`src/rtl/axi_stream_remove_header.sv`:
```
// axi_stream_remove_header
//   Strips a per-packet, programmable number of leading bytes (0..DATA_BYTE_WD)
//   from an AXI-Stream packet and repacks the rest so that every output beat
//   except the last carries full keep. Byte 0 of a beat is the MSB byte.
//
// Ports
//   clk, rst                      clock, synchronous active-high reset
//   valid_in/data_in/keep_in/last_in/ready_in      upstream stream
//   valid_out/data_out/keep_out/last_out/ready_out downstream stream (registered)
//   valid_strip/byte_strip_cnt/ready_strip         per-packet strip count
//   valid_hdr/data_hdr            stripped header bytes (AXIS_RM_HDR_CAPTURE_EN only)
//
// Build option
//   AXIS_RM_HDR_CAPTURE_EN : adds valid_hdr/data_hdr header capture outputs.
//
// state  | meaning
// IDLE   | waiting for strip count
// FIRST  | accepting the first beat of the packet, strip S bytes
// STREAM | accepting later beats
// FLUSH  | emitting leftover hold bytes as the last beat

module axi_stream_remove_header #(
    parameter int DATA_WD      = 32,
    parameter int DATA_BYTE_WD = DATA_WD / 8,
    parameter int BYTE_CNT_WD  = $clog2(DATA_BYTE_WD)
) (
    input  logic                    clk,
    input  logic                    rst,
    input  logic                    valid_in,
    input  logic [DATA_WD-1:0]      data_in,
    input  logic [DATA_BYTE_WD-1:0] keep_in,
    input  logic                    last_in,
    output logic                    ready_in,
    output logic                    valid_out,
    output logic [DATA_WD-1:0]      data_out,
    output logic [DATA_BYTE_WD-1:0] keep_out,
    output logic                    last_out,
    input  logic                    ready_out,
`ifdef AXIS_RM_HDR_CAPTURE_EN
    output logic                    valid_hdr,
    output logic [DATA_WD-1:0]      data_hdr,
`endif
    input  logic                    valid_strip,
    input  logic [BYTE_CNT_WD:0]    byte_strip_cnt,
    output logic                    ready_strip
);

    localparam int CW = BYTE_CNT_WD + 1;
    localparam int TW = BYTE_CNT_WD + 2;
    localparam logic [CW-1:0] N_C = CW'(DATA_BYTE_WD);
    localparam logic [TW-1:0] N_T = TW'(DATA_BYTE_WD);

    typedef enum logic [1:0] {IDLE, FIRST, STREAM, FLUSH} state_t;

    state_t                   state_q, state_d;
    logic [CW-1:0]            s_q, s_d;
    logic [DATA_WD-1:0]       hbuf_q, hbuf_d;
    logic [CW-1:0]            hcnt_q, hcnt_d;
    logic [DATA_WD-1:0]       din_m, ein;
    logic [CW-1:0]            k_in, k_eff;
    logic [TW-1:0]            total;
    logic [2*DATA_WD-1:0]     cand;
    logic                     slot, accept;
    logic                     load, ld_last;
    logic [DATA_WD-1:0]       ld_data;
    logic [DATA_BYTE_WD-1:0]  ld_keep;

    // keep mask with the top c bits set
    function automatic logic [DATA_BYTE_WD-1:0] keep_of(input logic [TW-1:0] c);
        logic [DATA_BYTE_WD-1:0] ones;
        ones = '1;
        return ~(ones >> c);
    endfunction

    assign slot        = !valid_out || ready_out;
    assign ready_in    = !rst && ((state_q == FIRST) || (state_q == STREAM)) && slot;
    assign ready_strip = !rst && (state_q == IDLE);
    assign accept      = valid_in && ready_in;

    // Zero bytes outside keep so they never leak into repacked output.
    always_comb begin
        k_in  = '0;
        din_m = '0;
        for (int j = 0; j < DATA_BYTE_WD; j++) begin
            if (keep_in[j]) begin
                din_m[8*j +: 8] = data_in[8*j +: 8];
                k_in            = k_in + CW'(1);
            end
        end
    end

    // Candidate output: held bytes followed by the effective input bytes.
    // The upper half is the next output beat, the lower half the new remainder.
    always_comb begin
        if (state_q == FIRST) begin
            ein   = din_m << {s_q, 3'b000};
            k_eff = (k_in > s_q) ? (k_in - s_q) : '0;
        end else begin
            ein   = din_m;
            k_eff = k_in;
        end
        cand  = {hbuf_q, {DATA_WD{1'b0}}} | ({ein, {DATA_WD{1'b0}}} >> {hcnt_q, 3'b000});
        total = TW'(hcnt_q) + TW'(k_eff);
    end

    always_comb begin
        state_d = state_q;
        s_d     = s_q;
        hbuf_d  = hbuf_q;
        hcnt_d  = hcnt_q;
        load    = 1'b0;
        ld_data = '0;
        ld_keep = '0;
        ld_last = 1'b0;
        case (state_q)
            IDLE: begin
                if (valid_strip && ready_strip) begin
                    s_d     = (byte_strip_cnt > N_C) ? N_C : byte_strip_cnt;
                    hbuf_d  = '0;
                    hcnt_d  = '0;
                    state_d = FIRST;
                end
            end
            FIRST, STREAM: begin
                if (accept) begin
                    state_d = STREAM;
                    if (!last_in) begin
                        if (total >= N_T) begin
                            load    = 1'b1;
                            ld_data = cand[2*DATA_WD-1 -: DATA_WD];
                            ld_keep = '1;
                            hbuf_d  = cand[DATA_WD-1:0];
                            hcnt_d  = CW'(total - N_T);
                        end else begin
                            hbuf_d  = cand[2*DATA_WD-1 -: DATA_WD];
                            hcnt_d  = CW'(total);
                        end
                    end else if (total == '0) begin
                        state_d = IDLE;
                        hbuf_d  = '0;
                        hcnt_d  = '0;
                    end else if (total <= N_T) begin
                        load    = 1'b1;
                        ld_data = cand[2*DATA_WD-1 -: DATA_WD];
                        ld_keep = keep_of(total);
                        ld_last = 1'b1;
                        state_d = IDLE;
                        hbuf_d  = '0;
                        hcnt_d  = '0;
                    end else begin
                        load    = 1'b1;
                        ld_data = cand[2*DATA_WD-1 -: DATA_WD];
                        ld_keep = '1;
                        hbuf_d  = cand[DATA_WD-1:0];
                        hcnt_d  = CW'(total - N_T);
                        state_d = FLUSH;
                    end
                end
            end
            FLUSH: begin
                if (slot) begin
                    load    = 1'b1;
                    ld_data = hbuf_q;
                    ld_keep = keep_of(TW'(hcnt_q));
                    ld_last = 1'b1;
                    state_d = IDLE;
                    hbuf_d  = '0;
                    hcnt_d  = '0;
                end
            end
            default: state_d = IDLE;
        endcase
    end

    always_ff @(posedge clk) begin
        if (rst) state_q <= IDLE;
        else     state_q <= state_d;
    end

    always_ff @(posedge clk) begin
        if (rst) begin
            s_q       <= '0;
            hbuf_q    <= '0;
            hcnt_q    <= '0;
            valid_out <= 1'b0;
            data_out  <= '0;
            keep_out  <= '0;
            last_out  <= 1'b0;
        end else begin
            s_q    <= s_d;
            hbuf_q <= hbuf_d;
            hcnt_q <= hcnt_d;
            if (load) begin
                valid_out <= 1'b1;
                data_out  <= ld_data;
                keep_out  <= ld_keep;
                last_out  <= ld_last;
            end else if (ready_out) begin
                valid_out <= 1'b0;
            end
        end
    end

`ifdef AXIS_RM_HDR_CAPTURE_EN
    always_ff @(posedge clk) begin
        if (rst) begin
            valid_hdr <= 1'b0;
            data_hdr  <= '0;
        end else begin
            valid_hdr <= 1'b0;
            if (accept && (state_q == FIRST)) begin
                valid_hdr <= (s_q != '0);
                data_hdr  <= data_in & ~({DATA_WD{1'b1}} >> {s_q, 3'b000});
            end
        end
    end
`endif

endmodule

```
`config.mk`:
```
export PLATFORM = sky130hd
export DESIGN_NAME = axi_stream_remove_header
export DESIGN_NICKNAME = d
export VERILOG_FILES = /design/src/rtl/axi_stream_remove_header.sv
export SDC_FILE = /design/constraint.sdc
export NUM_CORES = 1
export LEC_CHECK = 0
export BUFFER_PORTS_ARGS = -buffer_cell sky130_fd_sc_hd__buf_2
export CORE_MARGIN = 10
export CORE_UTILIZATION = 36
export CTS_CLUSTER_SIZE = 8
export DETAILED_ROUTE_END_ITERATION = 10
export PLACE_DENSITY = 0.68
export SLEW_MARGIN = 20
export SYNTH_ARGS = -nofsm -noshare
export SYNTH_HDL_FRONTEND = slang
export SYNTH_SLANG_ARGS = --single-unit
export TNS_END_PERCENT = 50
```
`constraint.sdc`:
```
create_clock -name clk -period 5.8 [get_ports clk]
set_input_delay 1.16 -clock clk [delete_from_list [all_inputs] [get_ports clk]]
set_output_delay 1.16 -clock clk [all_outputs]
set_load 0.01 [all_outputs]
```
==> impl_results.md <==
- Outcome: finished, final reports clean
- CP delay by family, top: adder cells
- Initial antenna violation count: 0
- Reg-to-reg critical path endpoint: hbuf_q[25]
- End-of-flow core utilization: 42.6%
- Largest net degree at the start of global routing: 44
- Synthesis-to-finish area growth: 16.0%
- Critical-path cell list: buf_2 > inv_1 > ha_1 > xor2_1 > ha_1 > mux2i_1 > inv_1 > ha_1 > nor2b_1 > o21a_1 > o21ai_0 > o22ai_1 > ha_1 > fa_1 > or3_1 > o31a_1 > o21ai_4 > buf_4 > a21oi_4 > buf_4 > o311a_1 > nor3_1
- Worst r2r src: state_q[1]
- Count of unique library cells instantiated by Yosys: 75
- CTS tree: built
- # H-tree levels: 3
- Yosys warnings: 0
- Max-Cap Viols: 0
- DR vias: 6034
- DRT Wirelength: 19.5 mm
- Combinational power share: ~28%
- # nets final: just over 800
- WHS Path Cells: 2
- Post-Place Worst Slack: -0.0518 ns
- GRT Residual Overflow: 0
- Commonest non-fill, non-tap cell in the layout: buf_2
- Core box area: roughly 15000 um2
- Fin. Hold Viols: 0
- Die width: roughly 140 um
- Design area: about 6500 um2
- CTS Root Cell: clkbuf_16
- Placed cells: ~940
- Flop2flop setup slack: 1.70 ns
- Layout cells sized above 1: between 10% and 20%
- Syn nets: 759
- Non-Filler Instances: about 950
- Fin crit share: just over 90%
- Vias in the first global route: approximately 5600
- Longest Clk Path Bufs: 2
- Worst Hold Path EP: hbuf_q[5]
- Gp weighted congestion: 0.965
- Ys flop type: dfxtp_1
- Gr usage total: 18.6%
- Crit path largest cell delay: 0.45 ns
- Crit-path slowest cell: fa_1
- Fill count: around 1600
- PD cells: 229 nW/um2
- Critical path launch point type: primary input
- First-pass GRT wire length: 31.1 mm
- Die H: 145 um
- Setup Viol. Count Final: 0
- Reg clk slew, reported paths: about 0.060 ns
- Tmin final: between 5 and 6 ns
- Initial Util: between 30% and 40%
- Area of the multi-input gates: ~3700 um2
- Placed wire-length estimate: 14.9 mm
- Switching share of power: 34.4%
- HP Class: register to register
- P_sw: ~0.00051 W
- WP data required: a little over 6 ns
- Routed Antenna Nets: 0
- Register area: about 1600 um2
- Final setup margin: ~0.42 ns
- Cell Rows: 45
- Cells after Synth: 699
- Nature of the critical path endpoint: register
- Vias per cell: ~6.3
- Drc violations: 0
- Skew-Pair Late Insertion Delay: approximately 0.35 ns
- Most frequent cells in the layout: buf_2, dfxtp_1, nand2_1, nor2_1, o21ai_0
- HP Start: hbuf_q[5]
- Flop pwr share: 37.0%
- Relative slew slack: between 40% and 50%
- DRT Pass-1 Iters: 6
- Number of synthesized register bits: 78
- Die ar.: around 21000 um2
- Worst EP arrival: roughly 5.7 ns
- Kind of critical path: primary input to register
- CTS Buf Count: 9
- CTS sink count: 78
- Worst-Margin Slew: between 0.8 and 0.9 ns
- Clk pwr share: between 30% and 40%
- LEAKAGE: 2.46 nW
- Average wire per standard cell: around 20 um
- Sequential element share of the synthesized area: approximately 28%
- Placed cell area: 6200 um2
- Int Pwr: about 0.001 W
- Post-Syn Area: 5590 um2
- Syn Area/Cell: between 7 and 8 um2
- Post-synth EDFFs: 0
- Maximum vdd drop: between 0.1 and 0.15 mV
- Crit path max fanout: 13
- Peak Freq: between 150 and 200 MHz
- IO Port Bufs: 84
- Initial DRC count: between 1000 and 1500
- Max-slew violation count: 0
- Io pins: 85
- RSZ-0062 raised after global routing: yes
- Antenna cell count: 0
- Final Skew: about 0.0056 ns
- Buf+Inv Stages, Crit Path: 5
- Worst path most repeated cell: ha_1
- Async set-reset flop share out of synthesis: 0%
- Reg2reg path depth: 12
-- state kept, by name (all words and copies together), names as in the netlist --
name       flops
s_q            3
keep_out       4
hcnt_q         3
state_q        2
valid_out      1
data_out      32
last_out       1
hbuf_q        32
-- worst max-delay path by stage --
stage,start,endpoint,cells after the start
after global placement,keep_in[0],data_out[24],20
after floorplan,keep_in[0],hbuf_q[17],21
final,keep_in[0],data_out[22],22
after CTS,keep_in[0],data_out[24],20
after global routing,keep_in[0],data_out[12],22
after detailed placement,keep_in[0],data_out[24],20
-- worst register-to-register path: stages (launching register included) --
cell       delay, ns
dfxtp_1         0.32
inv_1           0.10
ha_1            0.72
o21ai_0         0.28
a31o_2          0.29
o22ai_1         0.23
fa_1            0.52
or3b_1          0.42
a211oi_4        0.32
nor4_2          0.13
nand2_1         0.28
o2bb2ai_1       0.13
a221o_1         0.26
-- Yosys cell counts, drive strengths merged, types with 13 or more instances --
cell / n / area (um2)
dfxtp: 78 / 1560
nand2: 72 / 270
nor2: 46 / 173
o21ai: 40 / 208
a21oi: 32 / 164
mux2i: 30 / 300
buf: 27 / 140
clkbuf: 27 / 101
nand3: 25 / 125
o22ai: 21 / 138
nor3: 20 / 100
a211oi: 19 / 155
a22oi: 19 / 143
inv: 19 / 71.3
nor2b: 14 / 87.6
ha: 13 / 163
-- power groups by stage --
stage	registers [W]	clock network, W	logic, W
floorplan	0.000562	0	0.000267
global placement	0.000562	0	0.000403
detailed placement	0.000562	0	0.000402
CTS	0.000550	0.000526	0.000405
global route	0.000551	0.000548	0.000452
finish	0.000551	0.000516	0.000420
-- layer usage --
metal	wire length (um)	track usage, %
met5	0	0
met4	477	6.01
met3	2140	5.08
met2	8140	26.3
met1	8780	26.3
-- cells by family (layout without fill, tap and decap cells) --
kind of cell	Yosys count	after routing	share of synthesized area, %
AO/OA/AOI/OAI	250	250	32.9
AND/OR/NAND/NOR	243	243	22.4
flip-flops	78	78	27.9
buffers and inverters	73	140	5.60
multiplexers	35	35	6.78
adder cells (fa/ha/maj)	15	15	3.63
XOR/XNOR	5	5	0.783
-- through the flow --
stage          hold slack (ns)  TNS, ns  power (W)
6_report                 0.456        0    0.00149
3_5_place_dp             0.447  -0.0710   0.000965
3_3_place_gp             0.436        0   0.000966
2_1_floorplan            0.425        0   0.000829
5_1_grt                  0.477  -0.0112    0.00155
4_1_cts                  0.461        0    0.00148
-- timing repair --
item	4_1_cts	5_1_grt
hold buffers	0	0
setup endpoints to repair	0	34
buffers inserted	0	0
resized for setup	0	4
-- layout make-up --
type                       instances  share of cell area [%]
clock buffer                       9                    3.47
sequential                        78                    24.1
timing repair buffer             106                    9.42
inverter                          19                    1.10
multi-input combinational        548                    57.7
clock inverter                     6                   0.598
tap                              188                    3.63
(Power assumes the default switching activity.)
